**src/rtl/riscv_fetch_queue_if.sv**
```systemverilog
// Fetch-queue bus bundle: redirect input, instruction-memory request/response and decode-side head.
// The slave modport is the fetch queue's view; master is the surrounding core/memory view.
interface riscv_fetch_queue_if;
  logic        redirect_valid;
  logic [31:0] redirect_pc;
  logic        imem_req_valid;
  logic        imem_req_ready;
  logic [31:0] imem_req_addr;
  logic        imem_rsp_valid;
  logic [31:0] imem_rsp_data;
  logic        inst_valid;
  logic        inst_ready;
  logic [31:0] inst_data;
  logic [31:0] inst_pc;
  logic        fetch_fault;

  modport slave (
    input  redirect_valid, redirect_pc,
    output imem_req_valid, imem_req_addr,
    input  imem_req_ready,
    input  imem_rsp_valid, imem_rsp_data,
    output inst_valid, inst_data, inst_pc,
    input  inst_ready,
    output fetch_fault
  );

  modport master (
    output redirect_valid, redirect_pc,
    input  imem_req_valid, imem_req_addr,
    output imem_req_ready,
    output imem_rsp_valid, imem_rsp_data,
    input  inst_valid, inst_data, inst_pc,
    output inst_ready,
    input  fetch_fault
  );
endinterface

```
**src/rtl/riscv_fetch_queue.sv**
```systemverilog
// riscv_fetch_queue: credit-based instruction prefetch queue with redirect flush and discard.
// Optional misaligned-redirect fault is enabled by defining FETCH_MISALIGN_CHK_EN.
module riscv_fetch_queue #(
  parameter int          DEPTH    = 4,
  parameter logic [31:0] RESET_PC = 32'h0000_0000
) (
  input logic                clk,
  input logic                rst_n,
  riscv_fetch_queue_if.slave bus
);

  localparam int AW = (DEPTH > 1) ? $clog2(DEPTH) : 1;
  localparam int CW = AW + 1;
  localparam logic [CW-1:0] ONE_C  = CW'(1);
  localparam logic [AW-1:0] ONE_P  = AW'(1);
  localparam logic [CW:0]   DEPTH_W = (CW+1)'(DEPTH);

  typedef struct packed {
    logic [31:0] data;
    logic [31:0] pc;
  } entry_t;

  entry_t        q_mem  [DEPTH];
  logic [31:0]   pc_mem [DEPTH];
  logic [AW-1:0] q_rd, q_wr, pc_rd, pc_wr;
  logic [CW-1:0] occ, outst, outst_nxt, disc;
  logic [CW:0]   used;
  logic [31:0]   fetch_pc;
  logic [31:0]   redir_pc_al;
  logic          fault;
  logic          redir, req_vld, xfer, rsp, drop, push, pop, inst_vld;

  assign redir       = bus.redirect_valid;
  assign redir_pc_al = {bus.redirect_pc[31:2], 2'b00};
  assign rsp         = bus.imem_rsp_valid;

  // Credit covers both buffered entries and in-flight requests, so every
  // response always has a free slot.
  assign used    = {1'b0, occ} + {1'b0, outst};
  assign req_vld = rst_n && !redir && !fault && (used < DEPTH_W);
  assign xfer    = req_vld && bus.imem_req_ready;

  // Responses in the redirect cycle or still owed to an old path are dropped.
  assign drop     = redir || (disc != '0);
  assign push     = rsp && !drop;
  assign inst_vld = (occ != '0);
  assign pop      = inst_vld && bus.inst_ready && !redir;

  always_comb begin
    outst_nxt = outst;
    if (xfer && !rsp)      outst_nxt = outst + ONE_C;
    else if (rsp && !xfer) outst_nxt = outst - ONE_C;
  end

  always_ff @(posedge clk or negedge rst_n) begin
    if (!rst_n) begin
      fetch_pc <= RESET_PC;
      outst    <= '0;
      disc     <= '0;
      occ      <= '0;
      q_rd     <= '0;
      q_wr     <= '0;
      pc_rd    <= '0;
      pc_wr    <= '0;
    end else begin
      outst <= outst_nxt;
      // The PC FIFO tracks every request, discarded or not, so it stays in
      // lockstep with the in-order response stream across redirects.
      if (xfer) pc_wr <= pc_wr + ONE_P;
      if (rsp)  pc_rd <= pc_rd + ONE_P;
      if (redir) begin
        fetch_pc <= redir_pc_al;
        disc     <= outst_nxt;
        occ      <= '0;
        q_rd     <= '0;
        q_wr     <= '0;
      end else begin
        if (xfer)                fetch_pc <= fetch_pc + 32'd4;
        if (rsp && disc != '0)   disc     <= disc - ONE_C;
        if (push)                q_wr     <= q_wr + ONE_P;
        if (pop)                 q_rd     <= q_rd + ONE_P;
        if (push && !pop)        occ      <= occ + ONE_C;
        else if (pop && !push)   occ      <= occ - ONE_C;
      end
    end
  end

  always_ff @(posedge clk) begin
    if (xfer) pc_mem[pc_wr] <= fetch_pc;
    if (push) q_mem[q_wr]   <= '{data: bus.imem_rsp_data, pc: pc_mem[pc_rd]};
  end

`ifdef FETCH_MISALIGN_CHK_EN
  // Fault is sticky until the next aligned redirect; requests stay blocked meanwhile.
  always_ff @(posedge clk or negedge rst_n) begin
    if (!rst_n)     fault <= 1'b0;
    else if (redir) fault <= |bus.redirect_pc[1:0];
  end
`else
  logic unused_pc_lsb;
  assign unused_pc_lsb = ^bus.redirect_pc[1:0];
  assign fault         = 1'b0;
`endif

  assign bus.imem_req_valid = req_vld;
  assign bus.imem_req_addr  = fetch_pc;
  assign bus.inst_valid     = inst_vld;
  assign bus.inst_data      = q_mem[q_rd].data;
  assign bus.inst_pc        = q_mem[q_rd].pc;
  assign bus.fetch_fault    = fault;

  a_no_overflow: assert property (@(posedge clk) disable iff (!rst_n)
    !(push && !pop && occ == CW'(DEPTH)));
  a_credit: assert property (@(posedge clk) disable iff (!rst_n)
    used <= DEPTH_W);

endmodule
```
**src/flat_wrapper.sv**
```systemverilog
// flat-port wrapper written by rule: the top's interface ports become plain ports
module riscv_fetch_queue_flat 
#(
  parameter int          DEPTH    = 4,
  parameter logic [31:0] RESET_PC = 32'h0000_0000
)
  (clk, rst_n, bus_redirect_valid, bus_redirect_pc, bus_imem_req_valid, bus_imem_req_addr, bus_imem_req_ready, bus_imem_rsp_valid, bus_imem_rsp_data, bus_inst_valid, bus_inst_data, bus_inst_pc, bus_inst_ready, bus_fetch_fault);
  riscv_fetch_queue_if bus_i ();
  input logic clk;
  input logic rst_n;
  input wire logic [$bits(bus_i.redirect_valid)-1:0] bus_redirect_valid;
  input wire logic [$bits(bus_i.redirect_pc)-1:0] bus_redirect_pc;
  output wire logic [$bits(bus_i.imem_req_valid)-1:0] bus_imem_req_valid;
  output wire logic [$bits(bus_i.imem_req_addr)-1:0] bus_imem_req_addr;
  input wire logic [$bits(bus_i.imem_req_ready)-1:0] bus_imem_req_ready;
  input wire logic [$bits(bus_i.imem_rsp_valid)-1:0] bus_imem_rsp_valid;
  input wire logic [$bits(bus_i.imem_rsp_data)-1:0] bus_imem_rsp_data;
  output wire logic [$bits(bus_i.inst_valid)-1:0] bus_inst_valid;
  output wire logic [$bits(bus_i.inst_data)-1:0] bus_inst_data;
  output wire logic [$bits(bus_i.inst_pc)-1:0] bus_inst_pc;
  input wire logic [$bits(bus_i.inst_ready)-1:0] bus_inst_ready;
  output wire logic [$bits(bus_i.fetch_fault)-1:0] bus_fetch_fault;
  assign bus_i.redirect_valid = bus_redirect_valid;
  assign bus_i.redirect_pc = bus_redirect_pc;
  assign bus_imem_req_valid = bus_i.imem_req_valid;
  assign bus_imem_req_addr = bus_i.imem_req_addr;
  assign bus_i.imem_req_ready = bus_imem_req_ready;
  assign bus_i.imem_rsp_valid = bus_imem_rsp_valid;
  assign bus_i.imem_rsp_data = bus_imem_rsp_data;
  assign bus_inst_valid = bus_i.inst_valid;
  assign bus_inst_data = bus_i.inst_data;
  assign bus_inst_pc = bus_i.inst_pc;
  assign bus_i.inst_ready = bus_inst_ready;
  assign bus_fetch_fault = bus_i.fetch_fault;
  riscv_fetch_queue #(.DEPTH(DEPTH), .RESET_PC(RESET_PC)) u_core (.clk(clk), .rst_n(rst_n), .bus(bus_i));
endmodule
```
**config.mk**
```make
export PLATFORM = sky130hd
export DESIGN_NAME = riscv_fetch_queue_flat
export DESIGN_NICKNAME = d
export VERILOG_FILES = /design/src/rtl/riscv_fetch_queue_if.sv /design/src/rtl/riscv_fetch_queue.sv /design/src/flat_wrapper.sv
export SDC_FILE = /design/constraint.sdc
export NUM_CORES = 1
export LEC_CHECK = 0
export CORE_MARGIN = 8
export CORE_UTILIZATION = 35
export DETAILED_ROUTE_END_ITERATION = 8
export GPL_ROUTABILITY_DRIVEN = 0
export GPL_TIMING_DRIVEN = 0
export RECOVER_POWER = 25
export SLEW_MARGIN = 20
export SYNTH_ARGS = -nofsm -noshare
export SYNTH_HDL_FRONTEND = slang
export SYNTH_SLANG_ARGS = --single-unit
```
**constraint.sdc**
```tcl
create_clock -name clk -period 5.15 [get_ports clk]
set_input_delay 1.03 -clock clk [delete_from_list [all_inputs] [get_ports clk]]
set_output_delay 1.03 -clock clk [all_outputs]
set_load 0.005 [all_outputs]
```
[Yosys cells after proc, flatten, opt, wreduce, memory -nomap -nowiden]
Memory sizes are Yosys's and may differ from the RTL's.
Cells that the tools add are included.
Cells by class
  add/sub/neg operators: 11
  $lt $le $gt $ge: 1
  multiplexer cells: 17
  reductions and logical operators: 25
Operators by type and width (count)
  $mux 32: 2
  $add 32x3->32 const B: 1
  $mux 3: 7
  $logic_and 1x1->1: 11
  $reduce_bool 3->1: 3
  $sub 3x1->3 const B: 3
  $add 2x1->2 const B: 4
  $mux 2: 4
  $reduce_bool 2->1: 4
  $add 3x1->3 const B: 2
  $logic_not 1->1: 6
  $add 3x3->4: 1
  $lt 4x3->1 const B: 1
  $mux 1: 4
  $logic_or 1x1->1: 1
Storage, ports and cells
  register bits: 49
  RAM bits: 384
  word-level logic and storage cells: 64
  memories: 2
  input bits: 70
  output and inout bits: 99
Memories
  u_core.q_mem: depth 4, width 64, read ports 1, clocked after Yosys merged registers in 0, write ports 1, RTL line riscv_fetch_queue.sv:23  | entry_t q_mem [DEPTH];
  u_core.pc_mem: depth 4, width 32, read ports 1, clocked after Yosys merged registers in 0, write ports 1, RTL line riscv_fetch_queue.sv:24  | logic [31:0] pc_mem [DEPTH];

[Depth between registers and ports, before layout]
Gate-level depths: netlist of the first run.
  depth after elaboration: 9
  gate-level depth with buffers: 9
  gate-level depth less buffers: 9

[Least setup slack after synthesis of the first run]
Ideal clock, no wire load.
  path type: input to register
  start point: in bus_redirect_valid
  end point: mem u_core.q_mem[0][10] (netlist name), enable pin
  slack: 1.687 ns
  setup time: 0.427 ns
  stages on the path: 4
  buffers on the path: 2
  arrival time: 3.036 ns
  required time: 4.723 ns
  cells stage by stage: buf_2 > buf_1 > nor2_1 > and2_1
On the way
  word-level cells in the longest chain between the ends: 5
Ends and longest elaborated chain
  start: declaration: RTL line flat_wrapper.sv:11  | input wire logic [$bits(bus_i.redirect_valid)-1:0] bus_redirect_valid;
  $logic_or 1x1->1: RTL line riscv_fetch_queue.sv:44  | assign drop = redir || (disc != '0);
  $logic_not 1->1: RTL line riscv_fetch_queue.sv:45  | assign push = rsp && !drop;
  $logic_and 1x1->1: RTL line riscv_fetch_queue.sv:45
  $mux 1: RTL line riscv_fetch_queue.sv:90  | if (push) q_mem[q_wr] <= '{data: bus.imem_rsp_data, pc: pc_mem[pc_rd]};
  $mux 1 (implied by the code): RTL line riscv_fetch_queue.sv:90
  end: declaration: RTL line riscv_fetch_queue.sv:23
No other way between the ends.

[Final worst setup path of the first run]
  start point: reg u_core.q_rd[0]
  end point: out bus_inst_pc[16]
On the way
  word-level cells in the longest chain between the ends: 1
Ends and longest elaborated chain
  start: declaration: RTL line riscv_fetch_queue.sv:25  | logic [AW-1:0] q_rd, q_wr, pc_rd, pc_wr;
  start signal: assignment: RTL line riscv_fetch_queue.sv:81  | if (pop) q_rd <= q_rd + ONE_P;
  $mem_v2 4x64
  end: declaration: RTL line flat_wrapper.sv:20  | output wire logic [$bits(bus_i.inst_pc)-1:0] bus_inst_pc;
No other way between the ends.

==> results of run 1 <==
[per-layer routing]
metal	wire length, µm	track usage (%)
met1	15980	18.08
met2	17330	21.83
met3	2133	3.866
met4	883	4.138
met5	0	0
[registers in the layout, summed over array words and instances, names as in the netlist]
register	cells
u_core.bus.imem_req_addr	30
u_core.disc	3
u_core.occ	3
u_core.outst	3
u_core.pc_mem	120
u_core.pc_rd	2
u_core.pc_wr	2
u_core.q_mem	248
u_core.q_rd	2
u_core.q_wr	2
[final cells by class]
cell class                      count  area, µm²
Tap cell                          600      750.7
Buffer                             40      193.9
Clock inverter                     30      314.1
Clock buffer                       53       1197
Fill cell                        3951      25220
Inverter                           16      60.06
Sequential cell                   415      12230
Multi-Input combinational cell    324       3625
Timing Repair Buffer              168       1789
[power by group through the flow]
stage	Combinational (mW)	Sequential [mW]	Clock [mW]
floorplan	1.07	4.18	0
global placement	1.81	4.23	0
detailed placement	1.86	4.23	0
CTS	1.86	4.16	3.37
global route	1.98	4.18	3.49
finish	1.80	4.16	3.28
[critical path, delay by kind of cell, from the launching register on]
family	cells	cell delay (ns)
flip-flops	1	0.32
multiplexers	1	0.56
buffers and inverters	3	1.57
[cells by family after synthesis]
logic type,count (synthesis)
AOI/OAI and AO/OA,59
xor gates and xnor gates,22
adders and majority gates,17
buffers and inverters,56
DFF,415
muxes,96
other,1
and+or+nand+nor,125
[worst max-delay path by stage]
stage | end | from | depth (start not counted) | slack (ns)
global route | bus_inst_pc[16] | u_core.q_rd[0] | 4 | 0.83
CTS | bus_inst_pc[16] | u_core.q_rd[0] | 4 | 0.92
detailed placement | u_core.pc_mem[1][11] | rst_n | 7 | 1.31
finish | bus_inst_pc[16] | u_core.q_rd[0] | 4 | 1.12
global placement | u_core.pc_mem[0][11] | rst_n | 6 | -1.14
floorplan | u_core.q_mem[0][10] | bus_redirect_valid | 4 | 1.69
[metrics by stage]
step / hold WS [ns] / std cells
6_report: 0.4964 / 1646
5_1_grt: 0.5231 / 1646
4_1_cts: 0.4832 / 1646
3_5_place_dp: 0.5190 / 1563
3_3_place_gp: 0.5178 / 1555
2_1_floorplan: 0.4865 / 795
[synthesized netlist by cell type, types with 4 or more instances]
cell and number:
nand4_1 12, inv_1 15, xor2_1 13, edfxtp_1 368, a21oi_1 4, clkbuf_1 16, o21ai_0 23, o211ai_1 13
ha_1 15, and3_1 5, mux4_2 92, buf_2 14, buf_1 4, nand2_1 42, and2_1 11, nand3_1 18
nor2_1 15, o311ai_1 4, xnor2_1 9, or3_1 6, buf_4 5, dfrtp_1 47
==> key figures, run 1 <==
Pwr
  – VDD IR max: 223.5 µV
  – Cell internal pwr: 6.920 mW
  – Seq pwr share: 45.1%
  – Combinational Power Share: 19.4%
  – P per Cell Area: 458.0 mW/mm²
  – Sw frac: 25.03%
  – Leakage: 6.620 nW
  – Clock power frac: 35.5%
  – P_sw: 2.311 mW
  – Final Power: 9.231 mW

Synth
  – Mapped Area: 0.01608 mm²
  – Most common flop cell mapped by yosys: edfxtp_1
  – Mux cell area share after synthesis: 13.15%
  – Sequential share of the synthesized area: 76.06%
  – Synth Area in Compound Gates: 2.413%
  – Synth top area cells: edfxtp_1, mux4_2, dfrtp_1
  – Syn avg cell area: 20.32 µm²
  – Top-area cell type share of the netlist area: 68.74%
  – Synth Warn #: 0
  – Area leader, netlist: edfxtp_1
  – Adder-cell share of the synthesized area: 1.354%
  – Largest family of logic cells by synthesized area: multiplexers
  – Post-synth EDFFs: 368
  – Async SR Flop Fraction: 11.33%
  – Post-Synth XOR/XNOR Area: 1.199%
  – Post-synthesis cell type count: 49
  – Post-Synthesis Cells: 791
  – Synth Register Bits: 415
  – Post-Synth Simple-Gate Area: 4.219%

Setup path
  – CP peak stage delay: 0.56 ns
  – RR Endpoint: u_core.pc_mem[3][10]
  – Nature of the critical path startpoint: flip-flop
  – FF-to-FF path depth: 7
  – CP Data Arrival Time: 3.00 ns
  – Crit end category: output port
  – CP max-delay cell: mux4_2
  – CP Max Fanout: 10
  – Worst R2R Start: u_core.outst[2]
  – Crit-path cells: clkbuf_1 > buf_2 > mux4_2 > clkdlybuf4s50_1
  – Worst Path Required: 4.12 ns
  – R2r setup slk: 2.30 ns
  – CP Class: flip-flop to output port

Global routing
  – Initial antenna violation count: 0
  – First-pass GRT wire length: 55010 µm
  – Grt ovf: 0
  – Pin count of the biggest net entering global routing: 49
  – Vias in the first global route: 8600
  – GRT Total Usage: 13.68%

Die
  – Die X: 230.3 µm
  – Core area: 0.04538 mm²
  – Die Ht: 230.3 µm
  – FP Rows: 78
  – Die area: 0.05304 mm²
  – Starting Density: 35.42%
  – # IOs: 169

Timing
  – Slack of the critical path: 1.120 ns
  – Slew margin rel.: 46.49%
  – Minimum clock period: 4.030 ns
  – Final Hold Viols: 0
  – Setup TNS: 0 ns
  – RSZ-0062 raised after global routing: no
  – Final Setup Violations: 0
  – Period utilization: 78.26%
  – Fmax: 0.2481 GHz
  – Slew Viols, Final: 0
  – Worst slew pin tran: 0.8026 ns
  – Skew final: 0.02740 ns

Cells and area
  – Most frequent cells in the layout: edfxtp_1, clkdlybuf4s50_1, mux4_2
  – Share of cells above drive strength 1: 19.79%
  – Final core utilization: 44.42%
  – Area added between synthesis and finish: 25.39%
  – Most common cell after layout, fill and taps aside: edfxtp_1
  – Inserted Diodes: 0
  – Finished Cell Area: 0.02016 mm²
  – Post-layout net count: 1096

Worst hold path
  – HP Class: input pin to async pin

CTS
  – Root Buffer: clkbuf_16
  – Sink Count: 415
  – H-tree Lvls: 2
  – PostCTS Resize Cnt: 0
  – Post-CTS Setup Inserts: 0
  – CTS tree: done
  – Hold Buf Count CTS: 0
  – Total CTS buffers: 45
  – Reg clk slew, reported paths: 0.06 ns
  – Clock latency on the worst-skew pair: 0.57 ns
  – Clock Tree Buf Depth: 3

Place
  – Post-place instance area: 0.01865 mm²
  – Pre-CTS setup slack: 1.312 ns
  – HPWL Detailed: 23760 µm
  – I/O Buffers: 160

Routing
  – Vias post-DR: 8153
  – WL/cell: 22.07 µm
  – Starting DRT DRC Count: 503
  – Residual DRC: 0
  – Vias/cell: 4.953
  – DR pass1 iterations: 5
  – WL final: 36330 µm
  – Antenna viol nets, final: 0

Run status
  – Status: finished, final reports clean

Run
  – # Max-Cap Violations: 0
(Power assumes the default switching activity.)
==> inputs of run 2 (changes only) <==
==> constraint.sdc (replaced) <==
create_clock -name clk -period 3.6 [get_ports clk]
set_input_delay 0.72 -clock clk [delete_from_list [all_inputs] [get_ports clk]]
set_output_delay 0.72 -clock clk [all_outputs]
set_load 0.005 [all_outputs]
==> run 2 against run 1 <==
- combinational power grew 42%
- largest cell class unchanged
- clock power up 43%
- critical path type unchanged
- sequential power grew 43%
- highest routed layer unchanged
- worst hold slack got worse by 0.30 ns
==> key figures, run 2 (synthesis gave the netlist of run 1 again) <==
Run status
  – Status: finished, final reports clean

Timing
  – Minimum clock period: 3.406 ns
  – RSZ-0062 raised after global routing: no
  – Final Hold Viols: 0 (unchanged)
  – Slew Viols, Final: 0 (unchanged)
  – Final hold slack: 0.1927 ns (-0.3038 ns)
  – Final Setup Violations: 0 (unchanged)
  – Slack of the critical path: 0.1939 ns (-0.9256 ns)
  – Skew final: 0.02635 ns (-0.001054 ns)
  – Setup TNS: 0 ns (unchanged)
  – Slew margin rel.: 51.60% (+5.1 points)
  – Worst slew pin tran: 0.7260 ns (-0.07659 ns)
  – Fmax: 0.2936 GHz
  – Period utilization: 94.61%

Cells and area
  – Largest register by flop count: u_core.q_mem
  – Share of cells above drive strength 1: 20.48% (+0.69 points)
  – Post-layout net count: 1095 (-0.091%)
  – Max reg flops: 248 (unchanged)
  – Final core utilization: 44.43% (about the same)
  – Reg area: 0.01223 mm² (about the same)
  – Most common cell after layout, fill and taps aside: edfxtp_1
  – Inserted Diodes: 0 (unchanged)
  – Most frequent cells in the layout: edfxtp_1, clkdlybuf4s50_1, mux4_2
  – Finished Cell Area: 0.02016 mm² (about the same)
  – Area of the multi-input gates: 0.003625 mm² (unchanged)
  – Filler Cell Count: 3951 (unchanged)
  – Area added between synthesis and finish: 25.44% (about the same)

Die
  – FP Rows: 78 (unchanged)
  – Starting Density: 35.42% (unchanged)
  – # IOs: 169 (unchanged)
  – Core area: 0.04538 mm² (unchanged)
  – Die Ht: 230.3 µm (unchanged)
  – Die X: 230.3 µm (unchanged)
  – Die area: 0.05304 mm² (unchanged)

Place
  – Post-place instance area: 0.01865 mm² (unchanged)
  – HPWL Detailed: 23760 µm (unchanged)
  – Pre-CTS setup slack: 0.07163 ns (-1.240 ns)
  – I/O Buffers: 160 (unchanged)

CTS
  – Hold Buf Count CTS: 0 (unchanged)
  – Reg clk slew, reported paths: 0.06 ns (about the same)
  – Clock Tree Buf Depth: 3 (unchanged)
  – Total CTS buffers: 45 (unchanged)
  – Root Buffer: clkbuf_16
  – PostCTS Resize Cnt: 8 (+8)
  – H-tree Lvls: 2 (unchanged)
  – CTS tree: done
  – Sink Count: 415 (unchanged)
  – Post-CTS Setup Inserts: 0 (unchanged)
  – Clock latency on the worst-skew pair: 0.57 ns (about the same)

Global routing
  – First-pass GRT wire length: 55010 µm (about the same)
  – GRT Total Usage: 13.68% (unchanged)
  – Initial antenna violation count: 0 (unchanged)
  – Grt ovf: 0 (unchanged)
  – Vias in the first global route: 8588 (-0.14%)
  – Pin count of the biggest net entering global routing: 49 (unchanged)

Setup path
  – RR Endpoint: u_core.pc_mem[3][10]
  – FF-to-FF path depth: 7 (unchanged)
  – Worst R2R Start: u_core.outst[2]
  – R2r setup slk: 0.74 ns (-1.56 ns)
  – Crit. Startpoint: u_core.q_rd[1]
  – CP Class: flip-flop to output port
  – End point of the critical path: bus_inst_pc[16]
  – CP Data Arrival Time: 2.69 ns (-0.31 ns)
  – CP Max Fanout: 10 (unchanged)
  – Crit end category: output port
  – Worst Path Required: 2.88 ns (-1.24 ns)
  – Nature of the critical path startpoint: flip-flop

Run
  – # Max-Cap Violations: 0 (unchanged)

Worst hold path
  – HP Class: input pin to async pin

Routing
  – Starting DRT DRC Count: 530 (+5.4%)
  – DR pass1 iterations: 5 (unchanged)
  – WL/cell: 22.08 µm (about the same)
  – WL final: 36320 µm (about the same)
  – Antenna viol nets, final: 0 (unchanged)
  – Vias post-DR: 8142 (-0.13%)
  – Residual DRC: 0 (unchanged)
  – Vias/cell: 4.950 (about the same)

Pwr
  – VDD IR max: 318.4 µV (+42%)
  – Leakage: 6.639 nW (+0.27%)
  – P_sw: 3.302 mW (+43%)
  – Sw frac: 25.01% (-0.025 points)
  – Seq pwr share: 45.2% (about the same)
  – Combinational Power Share: 19.4% (about the same)
  – Clock power frac: 35.5% (about the same)
  – P per Cell Area: 654.9 mW/mm² (+43%)
  – Cell internal pwr: 9.903 mW (+43%)
run 2: changes by cell type in the layout (fill, tap and decap cells not counted), sizes merged:
cell / delta
clkbuf: -1
run 2: per-layer routing:
metal | track usage, % | share of wire [%] | up-vias
li1 | - | - | 3650
met1 | 18.06 | 44 | 4214
met2 | 21.85 | 47 | 223
met3 | 3.866 | 5.7 | 55
met4 | 4.138 | 2.5 | 0
met5 | 0 | 0 | -
run 2: worst min path at each step:
stage                         start                           end  slack, ns  cells past startpoint
detailed placement  u_core.outst[2]               u_core.outst[2]       0.52                      1
global placement    u_core.outst[2]               u_core.outst[2]       0.52                      1
global route                  rst_n  u_core.bus.imem_req_addr[18]       0.21                      1
CTS                           rst_n  u_core.bus.imem_req_addr[20]       0.17                      1
finish                        rst_n  u_core.bus.imem_req_addr[20]       0.19                      1
floorplan                     rst_n  u_core.bus.imem_req_addr[10]       0.42                      0
run 2: power groups by stage:
stage	clock, mW	sequential (mW)	combinational [mW]
6_report	4.68	5.96	2.56
5_1_grt	4.99	6.00	2.81
4_1_cts	4.82	5.97	2.65
3_5_place_dp	0	6.05	2.66
3_3_place_gp	0	6.05	2.59
2_1_floorplan	0	5.99	1.53
run 2: area by class of cell:
class,instances,share of cell area (%)
flip-flops and latches,415,60.64
multi-input cells,324,17.98
repair buffers,168,8.873
clock buffers,53,5.938
well taps,600,3.723
clock inverters,30,1.557
plain buffers,39,0.9928
inverters,16,0.2978
run 2: per-stage QoR:
| step | std cells | total power, mW |
|---|---|---|
| after global routing | 1645 | 13.80 |
| after detailed placement | 1563 | 8.704 |
| after global placement | 1555 | 8.638 |
| after CTS | 1645 | 13.44 |
| final | 1645 | 13.21 |
| after floorplan | 795 | 7.512 |
run 2: critical path, cell delays in order, from the launching register on:
cell	delay, ns
dfrtp_1	0.32
clkbuf_1	0.45
clkbuf_2	0.42
mux4_2	0.36
clkdlybuf4s50_1	0.56
==> patch 1 (config.mk and constraints of run 2) <==
`DEPTH` is set to 4 in 2 places; all go to 2.
--- a/src/rtl/riscv_fetch_queue.sv
+++ b/src/rtl/riscv_fetch_queue.sv
@@ -1,7 +1,7 @@
 // riscv_fetch_queue: credit-based instruction prefetch queue with redirect flush and discard.
 // Optional misaligned-redirect fault is enabled by defining FETCH_MISALIGN_CHK_EN.
 module riscv_fetch_queue #(
-  parameter int          DEPTH    = 4,
+  parameter int          DEPTH    = 2,
   parameter logic [31:0] RESET_PC = 32'h0000_0000
 ) (
   input logic                clk,
--- a/src/flat_wrapper.sv
+++ b/src/flat_wrapper.sv
@@ -1,7 +1,7 @@
 // flat-port wrapper written by rule: the top's interface ports become plain ports
 module riscv_fetch_queue_flat 
 #(
-  parameter int          DEPTH    = 4,
+  parameter int          DEPTH    = 2,
   parameter logic [31:0] RESET_PC = 32'h0000_0000
 )
   (clk, rst_n, bus_redirect_valid, bus_redirect_pc, bus_imem_req_valid, bus_imem_req_addr, bus_imem_req_ready, bus_imem_rsp_valid, bus_imem_rsp_data, bus_inst_valid, bus_inst_data, bus_inst_pc, bus_inst_ready, bus_fetch_fault);
Behaviour: not the same (Yosys sat finds a counterexample within 4 cycles, from zero or initial values and one cycle with rst_n low).
==> patch 1 against run 2 <==
Global-route usage decreased by 0.12 points. Non-clock buffer count decreased by 14. Combinational power is 49% lower. Design area down 41%. Final cell count decreased by 33%. Routed wire length down 40%. Largest power group unchanged. Worst setup slack worse by 0.087 ns. Sequential cell count fell by 191. Total power fell by 47%. Area after synthesis is 44% lower. Die area is 41% lower. Count of clock-buffer cells in the layout is 18 lower.
==> patch 1: results (changes against run 2) <==
Setup path
  • Worst path slowest cell: or4b_4
  • Crit path launch: u_core.outst[0]
  • Register-to-register setup slack: 0.44 ns (-0.30 ns)
  • Worst path arrival time: 2.77 ns (+0.08 ns)
  • Family with the most delay on the worst path: simple AND/OR/NAND/NOR gates

Power
  • Switch Pwr: 0.00170 W (-49%)
  • Lkg Pwr: 4.13 nW (-38%)

Layout
  • Post-route insts no fill: 1103 (-33%)
  • Max reg flops: 124 (-50%)
  • Fin nets: 828 (-24%)
  • Fillers: 2145 (-46%)
  • Share of cells above drive strength 1: 19.9% (-0.56 points)

Synthesis
  • Fraction of registers with async set/reset: 17.9% (+6.5 points)
  • Mux cell area share after synthesis: 11.9% (-1.3 points)
  • Area contributors post-synth: edfxtp_1 62%, mux2_2 12%, dfrtp_1 11%
  • Post-synth EDFFs: 184 (-50%)
  • Synthesized area per cell: 16.1 sq um (-21%)
  • Synth Area in Compound Gates: 4.16% (+1.8 points)
  • Xor/xnor share of the synthesized area: 1.17% (-0.029 points)
  • Post-synthesis sequential area ratio: 72.7% (-3.4 points)

Placement
  • Placed cell area: 11200 sq um (-40%)

Clocking
  • CTS Buf Count: 24 (-47%)
  • CTS resizes: 1 (-7)

Outcome
  • Status: completed

GRT
  • Initial antenna violation count: 1 (+1)

STA
  • Clock skew: 0.0181 ns (-0.00827 ns)
  • Final hold slack: 0.133 ns (-0.0593 ns)
  • Max-slew headroom: 3.89% (-48 points)

Route
  • Via count: 5482 (-33%)
[patch 1: cell count changes in the layout (fill, tap and decap cells not counted), sizes merged, moves of 14 or more]
cell	run 2	this run
edfxtp	368	184
mux2	2	92
buf	33	18
clkbuf	68	51
mux4	92	0
clkinv	20	6
[patch 1: layout make-up]
| cell class | count | area, sq um | area share (%) |
|---|---|---|---|
| plain buffers | 25 | 126 | 1.05 |
| clock buffers | 35 | 694 | 5.80 |
| clock inverters | 9 | 93.8 | 0.783 |
| multi-input cells | 301 | 2330 | 19.4 |
| repair buffers | 168 | 1760 | 14.7 |
| well taps | 330 | 413 | 3.45 |
| inverters | 11 | 45.0 | 0.376 |
| flip-flops and latches | 224 | 6530 | 54.5 |
[patch 1: power by group through the flow]
stage | Combinational [W] | Sequential, W | Clock (W)
2_1_floorplan | 0.000670 | 0.00330 | 0
3_3_place_gp | 0.00125 | 0.00335 | 0
3_5_place_dp | 0.00133 | 0.00335 | 0
4_1_cts | 0.00134 | 0.00331 | 0.00248
5_1_grt | 0.00142 | 0.00333 | 0.00257
6_report | 0.00130 | 0.00330 | 0.00242
[patch 1: routing by layer]
| layer | GRT usage (%) | routed length, microns | part of all wire (%) | vias to the layer above |
|---|---|---|---|---|
| met5 | 0 | 13 | 0.060 | - |
| met4 | 3.11 | 327 | 1.5 | 2 |
| met3 | 3.55 | 1710 | 7.9 | 32 |
| met2 | 22.8 | 10500 | 48 | 207 |
| met1 | 17.3 | 9220 | 42 | 2702 |
| li1 | - | - | - | 2539 |
[patch 1: per-stage QoR]
stage	power, W	util [%]	setup TNS [ns]
after floorplan	0.00397	-	0
after global placement	0.00460	43.8	-226.69
after detailed placement	0.00469	44.5	0
after CTS	0.00712	47.7	0
after global routing	0.00731	47.6	0
final	0.00703	47.6	0
==> patch 2 (config.mk and constraints of run 2) <==
Without the edit above. Build with the macro `FETCH_MISALIGN_CHK_EN` defined.
--- a/src/rtl/riscv_fetch_queue.sv
+++ b/src/rtl/riscv_fetch_queue.sv
@@ -1,5 +1,7 @@
 // riscv_fetch_queue: credit-based instruction prefetch queue with redirect flush and discard.
 // Optional misaligned-redirect fault is enabled by defining FETCH_MISALIGN_CHK_EN.
+`define FETCH_MISALIGN_CHK_EN
+
 module riscv_fetch_queue #(
   parameter int          DEPTH    = 4,
   parameter logic [31:0] RESET_PC = 32'h0000_0000
Check against the original RTL: not equivalent (Yosys sat finds a counterexample within 4 cycles, from zero or initial values and one cycle with rst_n low).
==> patch 2 against run 2 <==
Routed wire length down 0.97%. Critical path depth down 1. Combinational power up 11%. Sequential share of layout area up 0.11 points. Total power down 1.7%. Design area about the same. Area after synthesis up 0.79%. Clock skew down 0.0099 ns. Hold slack better by 0.0067 ns. Sequential cell count up 1. Worst setup slack better by 0.014 ns. Largest cell class unchanged.
==> patch 2: results (changes against run 2) <==
Route
  • WL met2: 17.9 mm (+3.8%)
  • Via count: 8335 (+2.4%)
  • Met1 wire length: 15.4 mm (-4.7%)
  • DRT Pass-1 Iters: 4 (-1)
  • DRC marker count from the first detailed-route iteration: 526 (-0.75%)
  • Routed length per instance: 21.4 microns (-3.0%)

Setup path
  • Reg2Reg Depth: 8 (+1)
  • Worst path arrival time: 2.67 ns (-0.02 ns)
  • Worst path slowest cell: mux4_2
  • Worst path max stage delay: 0.61 ns (+0.05 ns)

Synthesis
  • Synth Area in Compound Gates: 2.90% (+0.48 points)
  • Netlist cell types: 53 (+8.2%)
  • Adder-cell share of the synthesized area: 1.28% (-0.072 points)
  • Fraction of registers with async set/reset: 11.5% (+0.21 points)
  • Mux cell area share after synthesis: 13.0% (-0.12 points)
  • Xor/xnor share of the synthesized area: 0.865% (-0.33 points)
  • Top cells by count, synth: 368 x edfxtp_1, 92 x mux4_2, 49 x nand2_1
  • Mapped Cells: 818 (+3.4%)
  • Area contributors post-synth: edfxtp_1 68%, mux4_2 13%, dfrtp_1 7.4%
  • Post-synthesis sequential area ratio: 75.6% (-0.44 points)

Outcome
  • Status: completed

GRT
  • Number of global-route vias before repair: 8826 (+2.8%)
  • Grt met2 use: 22.7% (+0.81 points)
  • Global-route wire length before repair: 54.8 mm (-0.35%)
  • Tot GR Track Use: 13.5% (-0.21 points)
  • Largest net degree at the start of global routing: 50 (+2.0%)
  • Global Route met1 Usage: 17.1% (-0.94 points)
  • M3 GR Usage: 3.11% (-0.76 points)

Layout
  • Fin nets: 1124 (+2.6%)
  • Post-route insts no fill: 1679 (+2.1%)

Power
  • Peak VDD IR: 0.370 mV (+16%)
  • Comb pwr: 0.00284 W (+11%)
  • Seq. pwr: 0.00594 W (about the same)
  • Total power: 0.0130 W (-1.7%)
  • Lkg Pwr: 6.61 nW (-0.37%)
  • Power Internal: 0.00966 W (-2.4%)

Clocking
  • CTS resizes: 7 (-1)

STA
  • Clock skew: 0.0165 ns (-0.00985 ns)
  • Slew of the pin with the lowest slew margin: 0.792 ns (+0.0659 ns)
  • Final hold slack: 0.199 ns (+0.00668 ns)

Placement
  • DP Cell Count: 1600 (+2.4%)
  • PortBufs: 164 (+2.5%)
  • Post-DP HPWL: 23.7 mm (-0.25%)
patch 2: changes by cell type in the layout (fill, tap and decap cells not counted), sizes merged, moves of 4 or more:
| cell | before | now |
|---|---|---|
| bufinv | 6 | 1 |
| nand2 | 44 | 49 |
| nand3 | 18 | 12 |
| inv | 17 | 21 |
| nor2b | 0 | 5 |
| xor2 | 13 | 6 |
| nor2 | 15 | 24 |
| clkbuf | 68 | 75 |
| clkdlybuf4s50 | 142 | 146 |
| buf | 33 | 28 |
| nand4 | 13 | 9 |
| nor3 | 3 | 9 |
patch 2: worst max path at each step:
stage,from,endpoint,slack (ns)
after detailed placement,bus_redirect_valid,u_core.occ[2],-0.20
after global routing,u_core.q_rd[0],bus_inst_data[22],0.03
after CTS,u_core.q_rd[0],bus_inst_pc[25],0.06
final,u_core.q_rd[0],bus_inst_pc[25],0.21
after floorplan,bus_imem_rsp_valid,u_core.q_mem[0][10],0.55
after global placement,rst_n,u_core.pc_mem[0][27],-2.58
patch 2: worst max-delay path: cells and delay by family (launching register included):
kind	cells	cell delay [ns]
buffers and inverters	2	0.91
multiplexers	1	0.61
flip-flops	1	0.59
patch 2: per-stage QoR:
| step | instance area (sq um) | setup WS, ns |
|---|---|---|
| 5_1_grt | 20200 | 0.0288 |
| 4_1_cts | 20200 | 0.0572 |
| 2_1_floorplan | 16200 | 0.550 |
| 3_3_place_gp | 18600 | -2.58 |
| 6_report | 20200 | 0.208 |
| 3_5_place_dp | 18800 | -0.203 |
patch 2: area by class of cell:
cell class / count / area, sq um
multi-input combinational: 345 / 3720
timing repair buffer: 172 / 1840
buffer: 37 / 178
sequential: 416 / 12300
clock inverter: 24 / 151
tap: 607 / 759
inverter: 21 / 78.8
clock buffer: 57 / 1190
fill: 4019 / 26000
